<file path="src/rtl/comp_sub_pipe.sv">
// rtl/comp_sub_pipe.sv - pipelined complex floating-point subtractor (a - b) built on fpu_add
module fpu_add #(
    parameter  int DOUBLE = 0,
    localparam int W      = (DOUBLE != 0) ? 64 : 32,
    localparam int EW     = (DOUBLE != 0) ? 11 : 8,
    localparam int MW     = W - EW - 1
) (
    input  logic [W-1:0] i_a,
    input  logic [W-1:0] i_b,
    output logic [W-1:0] o_sum
);
    // Significand carries hidden bit, fraction and guard/round/sticky.
    localparam int            SW   = MW + 4;
    localparam logic [EW-1:0] EMAX = '1;

    logic          w_sa, w_sb;
    logic [EW-1:0] w_ea, w_eb;
    logic [MW-1:0] w_ma, w_mb;
    logic          w_nan_a, w_nan_b, w_inf_a, w_inf_b, w_a_big;

    assign {w_sa, w_ea, w_ma} = i_a;
    assign {w_sb, w_eb, w_mb} = i_b;
    assign w_nan_a = (w_ea == EMAX) && (w_ma != '0);
    assign w_nan_b = (w_eb == EMAX) && (w_mb != '0);
    assign w_inf_a = (w_ea == EMAX) && (w_ma == '0);
    assign w_inf_b = (w_eb == EMAX) && (w_mb == '0);
    assign w_a_big = {w_ea, w_ma} >= {w_eb, w_mb};

    logic            w_sl, w_ss;
    logic [EW-1:0]   w_el_raw, w_es_raw, w_el, w_es;
    logic [MW-1:0]   w_ml, w_ms;
    logic [SW-1:0]   w_sig_l, w_sig_s, w_aligned;
    logic [EW-1:0]   w_dexp, w_shamt;
    logic [2*SW-1:0] w_wide;
    logic [SW:0]     w_sum;

    assign w_sl     = w_a_big ? w_sa : w_sb;
    assign w_ss     = w_a_big ? w_sb : w_sa;
    assign w_el_raw = w_a_big ? w_ea : w_eb;
    assign w_es_raw = w_a_big ? w_eb : w_ea;
    assign w_ml     = w_a_big ? w_ma : w_mb;
    assign w_ms     = w_a_big ? w_mb : w_ma;
    // Denormals share the scale of exponent 1 but have no hidden bit.
    assign w_el     = (w_el_raw == '0) ? EW'(1) : w_el_raw;
    assign w_es     = (w_es_raw == '0) ? EW'(1) : w_es_raw;
    assign w_sig_l  = {(w_el_raw != '0), w_ml, 3'b000};
    assign w_sig_s  = {(w_es_raw != '0), w_ms, 3'b000};

    assign w_dexp    = w_el - w_es;
    assign w_shamt   = (w_dexp > EW'(SW + 1)) ? EW'(SW + 1) : w_dexp;
    assign w_wide    = {w_sig_s, {SW{1'b0}}} >> w_shamt;
    assign w_aligned = w_wide[2*SW-1:SW] | {{(SW-1){1'b0}}, (w_wide[SW-1:0] != '0)};
    assign w_sum     = (w_sl == w_ss) ? ({1'b0, w_sig_l} + {1'b0, w_aligned})
                                      : ({1'b0, w_sig_l} - {1'b0, w_aligned});

    logic [EW:0]      w_exp, w_efield;
    logic [SW-1:0]    w_norm;
    logic [EW+MW-1:0] w_packed;
    logic             w_rnd;
    int               w_lz, w_sh;

    always_comb begin
        w_exp  = {1'b0, w_el};
        w_norm = w_sum[SW-1:0];
        w_lz   = SW;
        w_sh   = 0;
        if (w_sum[SW]) begin
            w_norm = {w_sum[SW:2], (w_sum[1:0] != 2'b00)};
            w_exp  = w_exp + (EW+1)'(1);
        end else begin
            for (int i = 0; i < SW; i++) begin
                if (w_sum[i]) w_lz = SW - 1 - i;
            end
            // Never normalise below exponent 1: the remainder becomes a denormal.
            w_sh   = (w_lz > int'(w_exp) - 1) ? (int'(w_exp) - 1) : w_lz;
            w_norm = w_sum[SW-1:0] << w_sh;
            w_exp  = w_exp - (EW+1)'(w_sh);
        end
        w_efield = w_norm[SW-1] ? w_exp : '0;
        w_rnd    = w_norm[2] & (w_norm[1] | w_norm[0] | w_norm[3]);
        // Round carry ripples naturally into the exponent field (denormal->normal, ->Inf).
        w_packed = {w_efield[EW-1:0], w_norm[SW-2:3]} + {{(EW+MW-1){1'b0}}, w_rnd};
    end

    always_comb begin
        if (w_nan_a || w_nan_b || (w_inf_a && w_inf_b && (w_sa != w_sb)))
            o_sum = {1'b0, EMAX, 1'b1, {(MW-1){1'b0}}};
        else if (w_inf_a)
            o_sum = i_a;
        else if (w_inf_b)
            o_sum = i_b;
        else if (w_sum == '0)
            o_sum = {w_sa & w_sb, {(W-1){1'b0}}};
        else if (w_efield >= {1'b0, EMAX})
            o_sum = {w_sl, EMAX, {MW{1'b0}}};
        else
            o_sum = {w_sl, w_packed};
    end
endmodule

module comp_sub_pipe #(
    parameter  int double = 0,
    localparam int SIZE   = (double != 0) ? 64 : 32
) (
    input  logic              clk,
    input  logic              rst_n,
    input  logic              in_valid,
    output logic              in_ready,
    input  logic [2*SIZE-1:0] a,
    input  logic [2*SIZE-1:0] b,
    output logic              out_valid,
    input  logic              out_ready,
    output logic [2*SIZE-1:0] result,
    output logic              busy
);
    localparam logic [2*SIZE-1:0] SIGN_MASK = {1'b1, {(SIZE-1){1'b0}}, 1'b1, {(SIZE-1){1'b0}}};

    logic              r_run, r_s1_valid, r_s2_valid;
    logic [2*SIZE-1:0] r_s1_a, r_s1_b, r_result;
    logic              w_s1_en, w_s2_en, w_in_fire;
    logic [SIZE-1:0]   w_re, w_im;

    assign w_s2_en   = !r_s2_valid || out_ready;
    assign w_s1_en   = !r_s1_valid || w_s2_en;
    // r_run keeps in_ready low until the first edge after reset release.
    assign in_ready  = r_run && w_s1_en;
    assign w_in_fire = in_valid && in_ready;

    always_ff @(posedge clk or negedge rst_n) begin
        if (!rst_n) r_run <= 1'b0;
        else        r_run <= 1'b1;
    end

    always_ff @(posedge clk or negedge rst_n) begin
        if (!rst_n) begin
            r_s1_valid <= 1'b0;
            r_s1_a     <= '0;
            r_s1_b     <= '0;
        end else if (w_s1_en) begin
            r_s1_valid <= w_in_fire;
            if (w_in_fire) begin
                r_s1_a <= a;
                r_s1_b <= b ^ SIGN_MASK;
            end
        end
    end

    fpu_add #(.DOUBLE(double)) u_add_re (
        .i_a   (r_s1_a[2*SIZE-1:SIZE]),
        .i_b   (r_s1_b[2*SIZE-1:SIZE]),
        .o_sum (w_re)
    );

    fpu_add #(.DOUBLE(double)) u_add_im (
        .i_a   (r_s1_a[SIZE-1:0]),
        .i_b   (r_s1_b[SIZE-1:0]),
        .o_sum (w_im)
    );

    always_ff @(posedge clk or negedge rst_n) begin
        if (!rst_n) begin
            r_s2_valid <= 1'b0;
            r_result   <= '0;
        end else if (w_s2_en) begin
            r_s2_valid <= r_s1_valid;
            if (r_s1_valid) r_result <= {w_re, w_im};
        end
    end

    assign out_valid = r_s2_valid;
    assign result    = r_result;
    assign busy      = r_s1_valid || r_s2_valid;
endmodule

</file>
<file path="config.mk">
export PLATFORM = sky130hd
export DESIGN_NAME = comp_sub_pipe
export DESIGN_NICKNAME = d
export VERILOG_FILES = /design/src/rtl/comp_sub_pipe.sv
export SDC_FILE = /design/constraint.sdc
export NUM_CORES = 1
export LEC_CHECK = 0
export BUFFER_PORTS_ARGS = -buffer_cell sky130_fd_sc_hd__buf_2
export CORE_MARGIN = 2
export CORE_UTILIZATION = 40
export DETAILED_ROUTE_END_ITERATION = 6
export PLACE_DENSITY = 0.57
export RECOVER_POWER = 50
export SETUP_SLACK_MARGIN = 0.5
export SLEW_MARGIN = 20
export SYNTH_ARGS = -nofsm -noshare
export SYNTH_HDL_FRONTEND = slang
export SYNTH_SLANG_ARGS = --single-unit
export TNS_END_PERCENT = 50
</file>
<file path="constraint.sdc">
create_clock -name clk -period 18.93 [get_ports clk]
set_clock_uncertainty 0.05 [all_clocks]
set_input_delay 3.786 -clock clk [delete_from_list [all_inputs] [get_ports clk]]
set_output_delay 3.786 -clock clk [all_outputs]
set_load 0.02 [all_outputs]
</file>
==> results.cfg <==
[synth]
ys_warn_count = 0
postSynthCellCount = 4537
synth_top_family_by_area = compound AO/OA/AOI/OAI gates
yosysUniqueCellTypes = 120
synth_mux_area_share_pct = 8.55
synth_edf_count = 0
synth-seq-cells = 195
avgSynthCellArea_sq_um = 7.25
synthAdderAreaFrac_pct = 8.45
netlist_area_sq_um = 32900
synthXorXnorAreaFrac_pct = 3.56
synth_flop_cell = dfrtp_1
synth-simple-area-share_pct = 25.0
synth-compound-area-share_pct = 33.3
synthArstFlopShare_pct = 100
synthesis.nets = 4885
seq_area_frac_synth_pct = 14.8

[clocking]
holdBufCountCts = 0
clock-root-buffer = clkbuf_16
numCtsBuffers = 17
h-tree-depth = 4
cts_tree = yes
cts.path.max_buffers = 2
cts.sinks = 195
clk_pin_slew_ns = 0.11
clock_latency_ns = 0.54

[cells_and_area]
synthToLayoutAreaGrowth_pct = 12.4
fin_nets = 5085
mostFrequentLayoutCell = nand2_1
drive_gt1_share_pct = 16.8
instances_no_fill = 5820
fin_area_sq_um = 37000
layout_common_cells = 413 x nand2_1, 367 x nor2_1, 337 x a21oi_1
fill_cells = 8551

[critical_path]
critical_path_arrival_ns = 17.89
r2r-start = r_s1_b[22]
cp_slowest_cell = a21oi_1
critPathTopFamily = compound AO/OA/AOI/OAI gates
r2r.worst_path.cells = 72
crit_buf_inv = 15
timing.rr.end = result[29]
path_class = flop to flop
crit_path_max_fanout = 18
start_kind = flop
reg2reg_slack_ns = 1.45
critPathMaxStageDelay_ns = 0.57
required_ns = 19.34
critical-path-top-cell-by-count = buf_4
crit_path_end_kind = flop

[placed_design]
portBuffers = 198
dp_slack_ns = -0.132
dp_hpwl_microns = 133000
gp_congestion = 1.04
placed_area_sq_um = 36100
place_inst = 5777

[floorplan]
core_area_sq_um = 81700
start_util_pct = 40.2
fp.dieH_microns = 291
die_x_microns = 291
ios = 199
core.rowCount = 105
dieArea_sq_um = 84500

[grt]
grt_pass1_vias = 37200
grt_overflow = 0
grt_max_degree = 84
grt_pass1_wl_microns = 247000
antenna_found_initial = 4
grt_usage_pct = 38.2

[timing]
max_clock_freq_ghz = 0.0572
worst_slew_pin_slew_ns = 4.81
worst_slew_margin_rel_pct = -220
min_period_ns = 17.48
rsz0062_at_grt = true
finalCritPeriodShare_pct = 92.4
finalSetupViolCount = 0
slew_violations = 263
fin_hold_ws_ns = 0.447
hold_viol_final = 0
layout_setup_ws_ns = 1.45

[routing]
m1WireLength_microns = 70700
drc = 0
highest_layer = met4
vias = 39100
avgRoutedWirePerCell_microns = 28.5
first_iter_violations = 5209
dr.pass1.iters = 7
drtAntennaViolNets = 0
wirelength_microns = 166000
wl_met3_microns = 15500
met2WireLength_microns = 72100
viasPerCell = 6.73

[run_status]
violations = capacitance limit, slew limit
status = finished with violations

[worst_hold_path]
min_from = result[2]
holdPathStages = 1
min_path_type = flop to flop
whs_endpoint = result[2]

[flow_run]
maxCapViolCount = 4
[final cells by class]
cell class	count	area [sq um]	area share, %
multi-input cells	3823	26300	71.0
flip-flops and latches	195	4880	13.2
clock buffers	17	425	1.15
clock inverters	14	191	0.518
diodes	1	2.50	0.00677
inverters	242	912	2.47
repair buffers	458	2960	8.01
well taps	1070	1340	3.62
[synth_stat cells, types with 24 or more instances]
| cell type | count | share of area, % |
|---|---|---|
| and2_1 | 42 | 0.80 |
| and3_1 | 47 | 0.89 |
| dfrtp_1 | 195 | 15 |
| nand2b_1 | 54 | 1.0 |
| nand3_1 | 183 | 2.8 |
| xnor2_1 | 94 | 2.5 |
| a22o_1 | 50 | 1.3 |
| o211ai_1 | 88 | 2.0 |
| clkbuf_1 | 188 | 2.1 |
| o21bai_1 | 31 | 0.71 |
| o21a_1 | 45 | 1.0 |
| nor2_1 | 372 | 4.2 |
| a21oi_1 | 343 | 5.2 |
| nor4_1 | 87 | 1.7 |
| o31ai_1 | 42 | 0.96 |
| ha_1 | 210 | 8.0 |
| o21ai_0 | 295 | 4.5 |
| nand4_1 | 76 | 1.4 |
| a211oi_1 | 104 | 2.4 |
| buf_1 | 29 | 0.33 |
| inv_1 | 236 | 2.7 |
| o2111ai_1 | 29 | 0.77 |
| or2_2 | 39 | 0.74 |
| o22ai_1 | 40 | 0.76 |
| a2111oi_0 | 25 | 0.67 |
| a31oi_1 | 60 | 1.1 |
| buf_2 | 46 | 0.70 |
| nor3_1 | 153 | 2.3 |
| a21o_1 | 47 | 1.1 |
| nor2b_1 | 26 | 0.49 |
| nand2_1 | 419 | 4.8 |
| o22a_1 | 24 | 0.64 |
| or3_1 | 33 | 0.63 |
| xor2_1 | 38 | 1.0 |
| mux2i_1 | 83 | 2.5 |
| mux2_2 | 149 | 5.1 |
[sequential cells by signal, indices dropped and copies added (netlist names)]
name	count
out_valid	1
r_run	1
r_s1_a	64
r_s1_b	64
r_s1_valid	1
result	64
[worst reg2reg max path, delay by kind of cell, from the launching register on]
| kind | cells | cell delay, ns |
|---|---|---|
| xor gates and xnor gates | 1 | 0.46 |
| DFF | 1 | 0.55 |
| and+or+nand+nor | 26 | 5.77 |
| buffers and inverters | 15 | 2.91 |
| AOI/OAI and AO/OA | 24 | 6.01 |
| adders and majority gates | 6 | 1.66 |
[metrics by stage]
stage	utilization (%)	setup TNS, ns
floorplan	-	0
global placement	44.2	-3.91
detailed placement	44.2	-0.139
CTS	45.0	0
global route	45.2	0
finish	45.2	0
[repair_timing]
| item | CTS | global route |
|---|---|---|
| pin swaps | 2 | 8 |
| setup endpoints to repair | 31 | 62 |
| gates resized for setup | 6 | 44 |
| setup buffers | 3 | 8 |
[worst max path at each step]
| stage | startpoint | endpoint | slack, ns | depth (start not counted) |
|---|---|---|---|---|
| 2_1_floorplan | r_s1_b[52] | result[32] | 2.46 | 86 |
| 3_3_place_gp | r_s1_b[27] | result[29] | -0.45 | 69 |
| 3_5_place_dp | r_s1_b[27] | result[29] | -0.13 | 69 |
| 4_1_cts | r_s1_b[27] | result[29] | 0.83 | 75 |
| 5_1_grt | r_s1_b[62] | result[43] | 0.49 | 84 |
| 6_report | r_s1_b[22] | result[29] | 1.45 | 72 |
[kinds of logic after synthesis]
| family | after synthesis |
|---|---|
| AO/OA/AOI/OAI | 1572 |
| XOR/XNOR | 133 |
| adder cells (fa/ha/maj) | 219 |
| buffers and inverters | 519 |
| flip-flops | 195 |
| multiplexers | 246 |
| other | 1 |
| AND/OR/NAND/NOR | 1652 |
[layer usage]
layer,vias to the layer above,track usage [%]
met5,-,0
met4,0,15.2
met3,377,7.67
met2,2113,59.5
met1,19000,51.6
li1,17700,-
Power is left out: the tool's default activity adds up to more than one toggle a clock period on the data nets, which glitch-free logic cannot reach.
